===== src/rtl/mat_loader.sv =====
// Purpose : streams IN_W-bit beats into one of two N x N matrices (A or B), MSB-first per element.
// Latency : a beat is written on the edge that accepts it; done/busy change the cycle after the final beat.
// Backpressure: in_ready is high only while loading; no beats are taken in IDLE.
// Ports: clk/rst (async, active-high); in_data/in_valid/in_ready beat stream;
//        sel/start/abort control; busy, done_a, done_b, err status; mem_a/mem_b row-major matrices.
module mat_loader #(
  parameter int N      = 4,
  parameter int ELEM_W = 8,
  parameter int IN_W   = 8
) (
  input  logic                    clk,
  input  logic                    rst,
  input  logic [IN_W-1:0]         in_data,
  input  logic                    in_valid,
  output logic                    in_ready,
  input  logic [1:0]              sel,
  input  logic                    start,
  input  logic                    abort,
  output logic                    busy,
  output logic                    done_a,
  output logic                    done_b,
  output logic                    err,
  output logic [N*N*ELEM_W-1:0]   mem_a,
  output logic [N*N*ELEM_W-1:0]   mem_b
);

  localparam int BEATS = ELEM_W / IN_W;
  localparam int NE    = N * N;
  localparam int BW    = (BEATS > 1) ? $clog2(BEATS) : 1;
  localparam int EW    = $clog2(NE);

  typedef enum logic {IDLE, LOAD} state_t;

  state_t          state;
  logic            tgt_b;      // latched target: 0 = A, 1 = B
  logic [BW-1:0]   beat_cnt;
  logic [EW-1:0]   elem_cnt;

  // Each element is stored as BEATS slices; slice BEATS-1 is the MSB slice,
  // so beat k lands in slice BEATS-1-k.
  logic [NE-1:0][BEATS-1:0][IN_W-1:0] mem_a_q;
  logic [NE-1:0][BEATS-1:0][IN_W-1:0] mem_b_q;

  logic [BW-1:0]   slot;
  logic            last_beat;
  logic            last_elem;
  logic            valid_sel;

  assign slot      = BW'(BEATS - 1) - beat_cnt;
  assign last_beat = (beat_cnt == BW'(BEATS - 1));
  assign last_elem = (elem_cnt == EW'(NE - 1));
  assign valid_sel = (sel == 2'b01) || (sel == 2'b10);

  assign busy     = (state == LOAD);
  assign in_ready = (state == LOAD);
  assign mem_a    = mem_a_q;
  assign mem_b    = mem_b_q;

  always_ff @(posedge clk or posedge rst) begin
    if (rst) begin
      state    <= IDLE;
      tgt_b    <= 1'b0;
      beat_cnt <= '0;
      elem_cnt <= '0;
      done_a   <= 1'b0;
      done_b   <= 1'b0;
      err      <= 1'b0;
      mem_a_q  <= '0;
      mem_b_q  <= '0;
    end else begin
      case (state)
        IDLE: begin
          if (start) begin
            if (valid_sel) begin
              tgt_b    <= sel[1];
              beat_cnt <= '0;
              elem_cnt <= '0;
              err      <= 1'b0;
              if (sel[1]) done_b <= 1'b0;
              else        done_a <= 1'b0;
              state    <= LOAD;
            end else begin
              err <= 1'b1;
            end
          end
        end

        LOAD: begin
          // A restart request mid-load never redirects the load; it only flags.
          if (start) err <= 1'b1;

          // Abort wins over a beat presented in the same cycle.
          if (abort) begin
            state <= IDLE;
          end else if (in_valid) begin
            if (tgt_b) mem_b_q[elem_cnt][slot] <= in_data;
            else       mem_a_q[elem_cnt][slot] <= in_data;

            if (last_beat) begin
              beat_cnt <= '0;
              if (last_elem) begin
                elem_cnt <= '0;
                state    <= IDLE;
                if (tgt_b) done_b <= 1'b1;
                else       done_a <= 1'b1;
              end else begin
                elem_cnt <= elem_cnt + 1'b1;
              end
            end else begin
              beat_cnt <= beat_cnt + 1'b1;
            end
          end
        end

        default: state <= IDLE;
      endcase
    end
  end

endmodule

===== config.mk =====
export PLATFORM = sky130hd
export DESIGN_NAME = mat_loader
export DESIGN_NICKNAME = d
export VERILOG_FILES = /design/src/rtl/mat_loader.sv
export SDC_FILE = /design/constraint.sdc
export NUM_CORES = 1
export LEC_CHECK = 0
export CAP_MARGIN = 20
export CORE_MARGIN = 5
export CORE_UTILIZATION = 35
export CTS_BUF_LIST = sky130_fd_sc_hd__clkbuf_8
export CTS_CLUSTER_DIAMETER = 150
export DETAILED_ROUTE_END_ITERATION = 6
export GPL_TIMING_DRIVEN = 0
export PLACE_DENSITY_LB_ADDON = 0.15
export SLEW_MARGIN = 0
export SYNTH_ARGS = -nofsm -noshare
export SYNTH_HDL_FRONTEND = slang
export SYNTH_SLANG_ARGS = --single-unit

===== constraint.sdc =====
create_clock -name clk -period 17.5 [get_ports clk]
set_input_delay 4.375 -clock clk [delete_from_list [all_inputs] [get_ports clk]]
set_output_delay 4.375 -clock clk [all_outputs]
set_load 0.01 [all_outputs]

# After elaboration in Yosys (flattened, before gate mapping)
# Index checks and enable logic that the tools add are counted.
[word_totals] mem_bits_ro=0 ram_bits=0 output_inout_bits=261 n_memories=0 input_bits=15 register_bits=266 latchBits=0
[classes] n_addsub=3 n_mux=47 bitwise_logic=3 n_mul=0 n_reduce_logical=11 shifts=0 div=0 n_eq_ne=14 n_lt_le_gt_ge=4
[op_table] cell="bitwise mux 128 bit" n=2
[op_table] cell="demux 8 bit (select 4 bit)" n=1
[op_table] cell="2-to-1 mux 1 bit" n=30
[op_table] cell="2-to-1 mux 4 bit" n=6
[op_table] cell="inequality test 2 bit (second input constant)" n=9
[op_table] cell="2-to-1 mux 8 bit" n=2
[op_table] cell="AND reduction 8 bit" n=2
[op_table] cell="AND reduction 4 bit" n=3
[op_table] cell="case mux 1 bit (2 select lines)" n=5
[op_table] cell="case mux 4 bit (2 select lines)" n=1
[op_table] cell="less-than comparator 4 x 5 -> 1 bit (second input constant)" n=1
[op_table] cell="AND reduction 5 bit" n=1
[op_table] cell="adder 4 x 1 -> 4 bit (second input constant)" n=1
[op_table] cell="equality test 4 bit (second input constant)" n=1
[op_table] cell="greater-or-equal comparator 4 x 1 -> 1 bit (second input constant)" n=1
[op_table] cell="inequality test 2 x 1 -> 1 bit (second input constant)" n=2
[op_table] cell="inverter 1 bit" n=3
[op_table] cell="AND reduction 3 bit" n=1
[op_table] cell="equality test 2 x 1 -> 1 bit (second input constant)" n=1
[op_table] cell="equality test 2 bit (second input constant)" n=1
[op_table] cell="logical AND 1 bit" n=2
[op_table] cell="AND reduction 2 bit" n=1
[op_table] cell="adder 1 bit (second input constant)" n=1
[op_table] cell="greater-or-equal comparator 1 bit (second input constant)" n=1
[op_table] cell="3 further kinds" n=3

# Depth between registers and ports, before layout
# Gate-level depths: netlist of the first run.
[depth] word_depth=7 ltp_mapped=6

# Worst setup path after synthesis of the first run
# No wires, ideal clock.
[synth_timing] path_kind="input -> register" from="in abort" to="reg mem_b_q, in the netlist mem_b[120]" setup_time_ns=0.125 arrival_time_ns=5.530 slack_ns=11.846 path_buffers=3 path_stages=6 required_time_ns=17.375 path_cell_list="buf_6 and4b_1 buf_6 and4_1 buf_4 mux2_2"
[synth_via] elab_chain_cells=2
[synth_rtl] item="start, declared" line_no="18" text="input logic abort,"
[synth_rtl] item="inverter 1 bit (no line)"
[synth_rtl] item="AND reduction 4 bit (no line)"
[synth_rtl] item="end signal, assigned by index" line_no="96" text="if (tgt_b) mem_b_q[elem_cnt][slot] <= in_data;"
[synth_rtl] item="end, declared" line_no="42" text="logic [NE-1:0][BEATS-1:0][IN_W-1:0] mem_b_q;"
# Every way passes these cells.
# A chain may end at the register's enable or synchronous reset.

# Final worst setup path of the first run
[layout_timing] from="reg state (netlist: busy)" to="out in_ready"
[layout_lines] item="start, declared" line_no="34" text="state_t state;"
[layout_lines] item="start signal, assigned" line_no="61" text="state <= IDLE;"
[layout_lines] item="start signal, assigned" line_no="81" text="state <= LOAD;"
[layout_lines] item="start signal, assigned" line_no="94" text="state <= IDLE;"
[layout_lines] item="end, declared" line_no="15" text="output logic in_ready,"
# No word-level cell between the ends.

==> impl_metrics.toml, run 1 <==
[run_status]
status = "finished, final reports clean"

[placement]
portBuffers = 274
dpl.cell_count = 1322
place.gp.congestion = 0.7578
dpl.hpwl_um = 20990

[pwr]
power_density_mw_per_mm2 = 113.3
power.share.sequential = 0.435
switching_share = 0.2667
intPower_w = 0.001238
pwr-share-comb = 0.211
clockPowerShare = 0.354
vdd_drop_max_uv = 89.10
power.switching_w = 0.0004502
p_leak_nw = 7.113

[yosys]
yosysUniqueCellTypes = 41
yosysWarnings = 0
syn_area_mm2 = 0.01061
syn-num-nets = 675
synth_edf_count = 0
netlist.area_leader.share = 0.6253
syn_inst = 656
synthFlopType = "dfrtp_1"
synth_area_leaders = "dfrtp_1 (63%), mux2_2 (25%), mux2_4 (2.3%), nand3_4 (1.7%), nand3_2 (1.0%)"
synth.avg_cell_area_um2 = 16.17
synth-async-reset-ratio = 1.000
ys_ff_latch = 265
ys_seq_area_frac = 0.6253
synth_top_cell_by_area = "dfrtp_1"

[floorplan]
dieArea_mm2 = 0.03388
die_y_um = 184.1
row_count = 63
core-area_mm2 = 0.02980
die_w_um = 184.1
io_pins = 276
initial_utilization = 0.3559

[routing]
wl_met2_um = 13450
vias_per_cell = 4.727
drc_errors = 0
avgRoutedWirePerCell_um = 21.06
met1_length_um = 12810
wirelength_um = 29570
via_count = 6637
maxUsedRoutingLayer = "met4"
drt_iter0_markers = 278
antenna_left = 0
firstDrtPassIters = 4
wl_met3_um = 2738

[grt]
grt_max_degree = 108
grt_pass1_vias = 7116
grt_pass1_wl_um = 45010
grt_use_total = 0.1730
antenna_found_initial = 0
grt_overflow = 0

[worst_setup_path]
reg2regPathDepth = 5
cp.arrival_ps = 1660
cp.required_ps = 13120
reg2reg_from = "elem_cnt[0]"
r2r_end = "mem_a[61]"
cp-end-kind = "output port"
path_class = "register to output port"
cp-start-kind = "register"
crit_fanout = 5
r2r_slack_ps = 15430

[clock_tree]
ctsHoldBuffers = 0
cts_tree = "yes"
post_cts_buffers = 0
clock_sink_count = 265
cts_resized = 0
cts_buffer_depth = 3
clock_latency_ps = 560
clkTransAtPathRegs_ps = 60
cts_buffers = 47
cts_root_buf = "clkbuf_8"
htree_levels = 2

[timing]
fin_crit_ps = 6032
finalSetupViolations = 0
hold_violations = 0
rsz0062_at_grt = "no"
finalClockSkew_ps = 25.61
tightest_slew_ps = 837.7
max_freq_mhz = 165.8
drv_slew = 0
post-route-period-util = 0.3447
maxSlewHeadroom = 0.4415
tns_ps = 0

[final_layout]
n_antenna_cell = 0
seq_area_mm2 = 0.006631
area_growth_syn_to_layout_pct = 40.46
drive_gt1_frac = 0.3728
multiInputGateArea_mm2 = 0.003687
nNetsFinal = 1000
finalNonFillerCells = 1404
nFillCells = 2655

[hold_path]
hp-class = "register to register"
hold_start = "mem_a[48]"
whs_endpoint = "mem_a[48]"
hold_depth = 1

[flow_run]
maxCapViolations = 0
-- cell families after synthesis --
logic type,synth area share
fa+ha+maj,0.004719
mux,0.2775
simple gates,0.05569
buf+inv,0.02702
flops,0.6253
xor+xnor,0.0008260
compound gates,0.008966
-- critical path, cell delays in order (launching register included) --
cell             delay, ps
dfrtp_1                450
buf_4                  150
clkdlybuf4s50_1        520
-- sequential cells by signal (all words and copies together), names as in the netlist --
signal and cells:
mem_a 128, mem_b 128, elem_cnt 4, busy 1
done_a 1, done_b 1, err 1, tgt_b 1
-- power groups by stage --
stage               Combinational [W]  Sequential, W  Clock [W]
detailed placement           0.000364       0.000745          0
global route                 0.000385       0.000745   0.000646
global placement             0.000360       0.000743          0
CTS                          0.000365       0.000735   0.000617
floorplan                    0.000122       0.000775          0
finish                       0.000357       0.000734   0.000597
-- per-layer routing --
layer,vias to the layer above,GRT usage
met5,-,0
met4,0,0.04437
met3,45,0.07064
met2,219,0.2660
met1,3394,0.2291
li1,2979,-
-- worst max-delay path by stage --
stage          startpoint          to  cells past startpoint
3_5_place_dp     in_valid  mem_a[109]                      6
6_report             busy    in_ready                      2
3_3_place_gp          rst  mem_b[112]                      2
5_1_grt              busy    in_ready                      2
4_1_cts              busy    in_ready                      2
2_1_floorplan         rst        busy                      1
-- Yosys cell counts, types with 2 or more instances --
cell	number
and3_1	5
mux2_4	16
o21ai_0	6
buf_4	6
nand3_4	10
ha_1	4
a21oi_1	2
and3b_1	2
nor2b_1	3
and4b_1	2
nand3_2	11
nand4_2	3
o211ai_1	2
clkbuf_1	24
mux2_2	237
mux2_1	3
inv_1	7
a31oi_1	2
buf_2	12
nor2_1	6
buf_6	4
nand3b_1	2
dfrtp_1	265
nand3_1	5
-- cell type report --
type | instances | share of cell area
Buffer | 47 | 0.01747
Clock buffer | 63 | 0.05821
Clock inverter | 19 | 0.008736
Inverter | 7 | 0.002268
Multi-Input combinational cell | 337 | 0.2475
Sequential cell | 265 | 0.4452
Tap cell | 390 | 0.03276
Timing Repair Buffer | 276 | 0.1878
-- through the flow --
stage / total power, W / hold WS (ps) / setup WS [ps] / util / area [um2]
after floorplan: 0.0008975 / 520.4 / 5828 / - / 10610
after global placement: 0.001103 / 469.8 / 2010 / 0.4643 / 13840
after detailed placement: 0.001109 / 481.9 / 11130 / 0.4664 / 13900
after CTS: 0.001717 / 493.8 / 11430 / 0.4999 / 14900
after global routing: 0.001777 / 506.9 / 11370 / 0.4999 / 14900
final: 0.001688 / 485.6 / 11470 / 0.4999 / 14900
-- cell usage in the layout (no fill, tap or decap), types with 2 or more instances in the layout --
| master | count |
|---|---|
| a21oi_1 | 2 |
| a31oi_1 | 2 |
| and3_1 | 5 |
| and3b_1 | 2 |
| and4b_1 | 2 |
| buf_16 | 2 |
| buf_2 | 12 |
| buf_4 | 6 |
| buf_6 | 4 |
| bufinv_16 | 2 |
| clkbuf_1 | 24 |
| clkbuf_8 | 63 |
| clkdlybuf4s50_1 | 274 |
| clkinv_2 | 2 |
| dfrtp_1 | 265 |
| ha_1 | 4 |
| inv_1 | 20 |
| mux2_1 | 3 |
| mux2_2 | 237 |
| mux2_4 | 16 |
| nand3_1 | 5 |
| nand3_2 | 11 |
| nand3_4 | 10 |
| nand3b_1 | 2 |
| nand4_2 | 3 |
| nor2_1 | 6 |
| nor2b_1 | 3 |
| o211ai_1 | 2 |
| o21ai_0 | 6 |
Power figures use the tool's default switching activity.
==> inputs of run 2 (changes only) <==
==> constraint.sdc (replaced) <==
create_clock -name clk -period 6.3 [get_ports clk]
set_input_delay 1.575 -clock clk [delete_from_list [all_inputs] [get_ports clk]]
set_output_delay 1.575 -clock clk [all_outputs]
set_load 0.01 [all_outputs]
==> run 2 against run 1 <==
  * First-iteration DRC count decreased by 24%
  * Design area decreased by 0.10%
  * Register-to-register slack got worse by 11000 ps
  * Utilization decreased by 0.050 points
  * Routed wire length increased by 0.67%
  * Clock skew decreased by 9.7 ps
  * Critical endpoint unchanged
  * Largest cell class unchanged
  * Highest routed layer unchanged
==> impl_metrics.toml, run 2 (same netlist as run 1, synthesis figures left out) <==
[run_status]
status = "finished, final reports clean"

[final_layout]
nFillCells = 2684
nNetsFinal = 1004
area_growth_syn_to_layout_pct = 40.31
seq_area_mm2 = 0.006631
drive_gt1_frac = 0.3723
multiInputGateArea_mm2 = 0.003687
n_antenna_cell = 0
layout_common_cells = "clkdlybuf4s50_1 (274), dfrtp_1 (265), mux2_2 (237), clkbuf_8 (59), clkbuf_1 (24)"
final_common_cell = "clkdlybuf4s50_1"

[timing]
rsz0062_at_grt = "no"
drv_slew = 0
maxSlewHeadroom = 0.4085
hold_violations = 0
tightest_slew_ps = 887.3
fin_crit_ps = 3241
finalSetupViolations = 0
max_freq_mhz = 308.6
setup_slack_ps = 3059
post-route-period-util = 0.5144
hold-worst-slack_ps = 496.2
finalClockSkew_ps = 15.92

[routing]
wirelength_um = 29770
avgRoutedWirePerCell_um = 21.15
drt_iter0_markers = 212
antenna_left = 0
vias_per_cell = 4.744
drc_errors = 0
firstDrtPassIters = 4
via_count = 6680

[worst_setup_path]
cp.required_ps = 4720
cp-start-kind = "register"
path_class = "register to output port"
cp-end-kind = "output port"
startpoint = "busy"
reg2reg_from = "elem_cnt[0]"
crit_fanout = 5
cp.arrival_ps = 1670

[hold_path]
hp-class = "register to register"
hold_start = "mem_a[48]"

[floorplan]
io_pins = 276
die_w_um = 184.1
dieArea_mm2 = 0.03388
die_y_um = 184.1
core-area_mm2 = 0.02980
row_count = 63
initial_utilization = 0.3559

[pwr]
vdd_drop_max_uv = 198.0
p_leak_nw = 7.119
power_density_mw_per_mm2 = 306.5

[clock_tree]
post_cts_buffers = 0
cts_root_buf = "clkbuf_8"
cts_buffers = 46
cts_resized = 0
htree_levels = 2
clock_latency_ps = 540
clock_sink_count = 265
clkTransAtPathRegs_ps = 70
ctsHoldBuffers = 0
cts_tree = "yes"
cts_buffer_depth = 3

[grt]
antenna_found_initial = 0
grt_pass1_vias = 7208
grt_pass1_wl_um = 45900
grt_overflow = 0
grt_use_total = 0.1758
grt_max_degree = 42

[flow_run]
maxCapViolations = 0

[placement]
portBuffers = 274
dp_slack_ps = 2743
place.gp.congestion = 0.7453
dpl.hpwl_um = 21290
## run 2: cell count changes in the layout (fill, tap and decap cells not counted)
cell / before / now
inv_1: 20 / 23
bufinv_16: 2 / 0
inv_8: 1 / 0
clkinv_2: 2 / 5
buf_12: 1 / 8
clkbuf_8: 63 / 59
buf_16: 2 / 0
## run 2: worst max-delay path: stages (launching register included)
cell	delay [ps]
dfrtp_1	460
buf_4	150
clkdlybuf4s50_1	520
## run 2: power breakdown
group	switching, W	internal [W]	leakage (nW)
Sequential	0.000120	0.00192	3.64
Combinational	0.000444	0.000556	2.95
Clock	0.000686	0.000835	0.534
Total	0.00125	0.00331	7.12
## run 2: routing by layer
layer | vias up | track usage | routed length [um]
met1 | 3442 | 0.2333 | 12970
li1 | 2991 | - | -
met3 | 37 | 0.06866 | 2632
met2 | 210 | 0.2743 | 13680
met4 | 0 | 0.04052 | 491
met5 | - | 0 | 0
## run 2: through the flow
stage | std cells | total power (W) | instance area (um2) | utilization | setup TNS (ps)
finish | 1408 | 0.004561 | 14880 | 0.4994 | 0
global route | 1408 | 0.004806 | 14880 | 0.4994 | 0
CTS | 1408 | 0.004640 | 14880 | 0.4994 | 0
detailed placement | 1327 | 0.003089 | 13980 | 0.4692 | 0
global placement | 1320 | 0.003066 | 13840 | 0.4645 | -238990
floorplan | 656 | 0.002493 | 10610 | - | 0
## run 2: area by class of cell
| cell class | instances | share of cell area |
|---|---|---|
| Clock inverter | 22 | 0.005970 |
| Sequential cell | 265 | 0.4456 |
| Timing Repair Buffer | 281 | 0.1937 |
| Clock buffer | 59 | 0.05457 |
| Buffer | 47 | 0.01749 |
| Multi-Input combinational cell | 337 | 0.2478 |
| Inverter | 7 | 0.002018 |
| Tap cell | 390 | 0.03279 |
## run 2: final timing paths
kind,to,slack (ps),depth (start not counted)
max in group asynchronous,mem_b[96],4030,5
worst max-delay path,in_ready,3060,2
worst min register to register,mem_a[48],500,1
worst max register to register,mem_a[63],4210,5
worst min-delay path,mem_a[48],500,1
min in group asynchronous,mem_b[4],1270,2
==> inputs of run 3 (changes only) <==
==> constraint.sdc (replaced) <==
create_clock -name clk -period 2.64 [get_ports clk]
set_input_delay 0.66 -clock clk [delete_from_list [all_inputs] [get_ports clk]]
set_output_delay 0.66 -clock clk [all_outputs]
set_load 0.01 [all_outputs]
==> results of run 3 <==
Same layout as run 2 (identical final DEF). Status: finished, final reports clean.
Main changes from that run: setup slack after placement 2743 ps -> -1.934 ps; setup slack after layout 3059 ps -> 314.4 ps; hold slack 496.2 ps -> 355.1 ps; register-to-register setup slack 4210 ps -> 550 ps; total power 0.004561 W -> 0.01088 W; worst IR drop on VDD 198.0 uV -> 472.5 uV
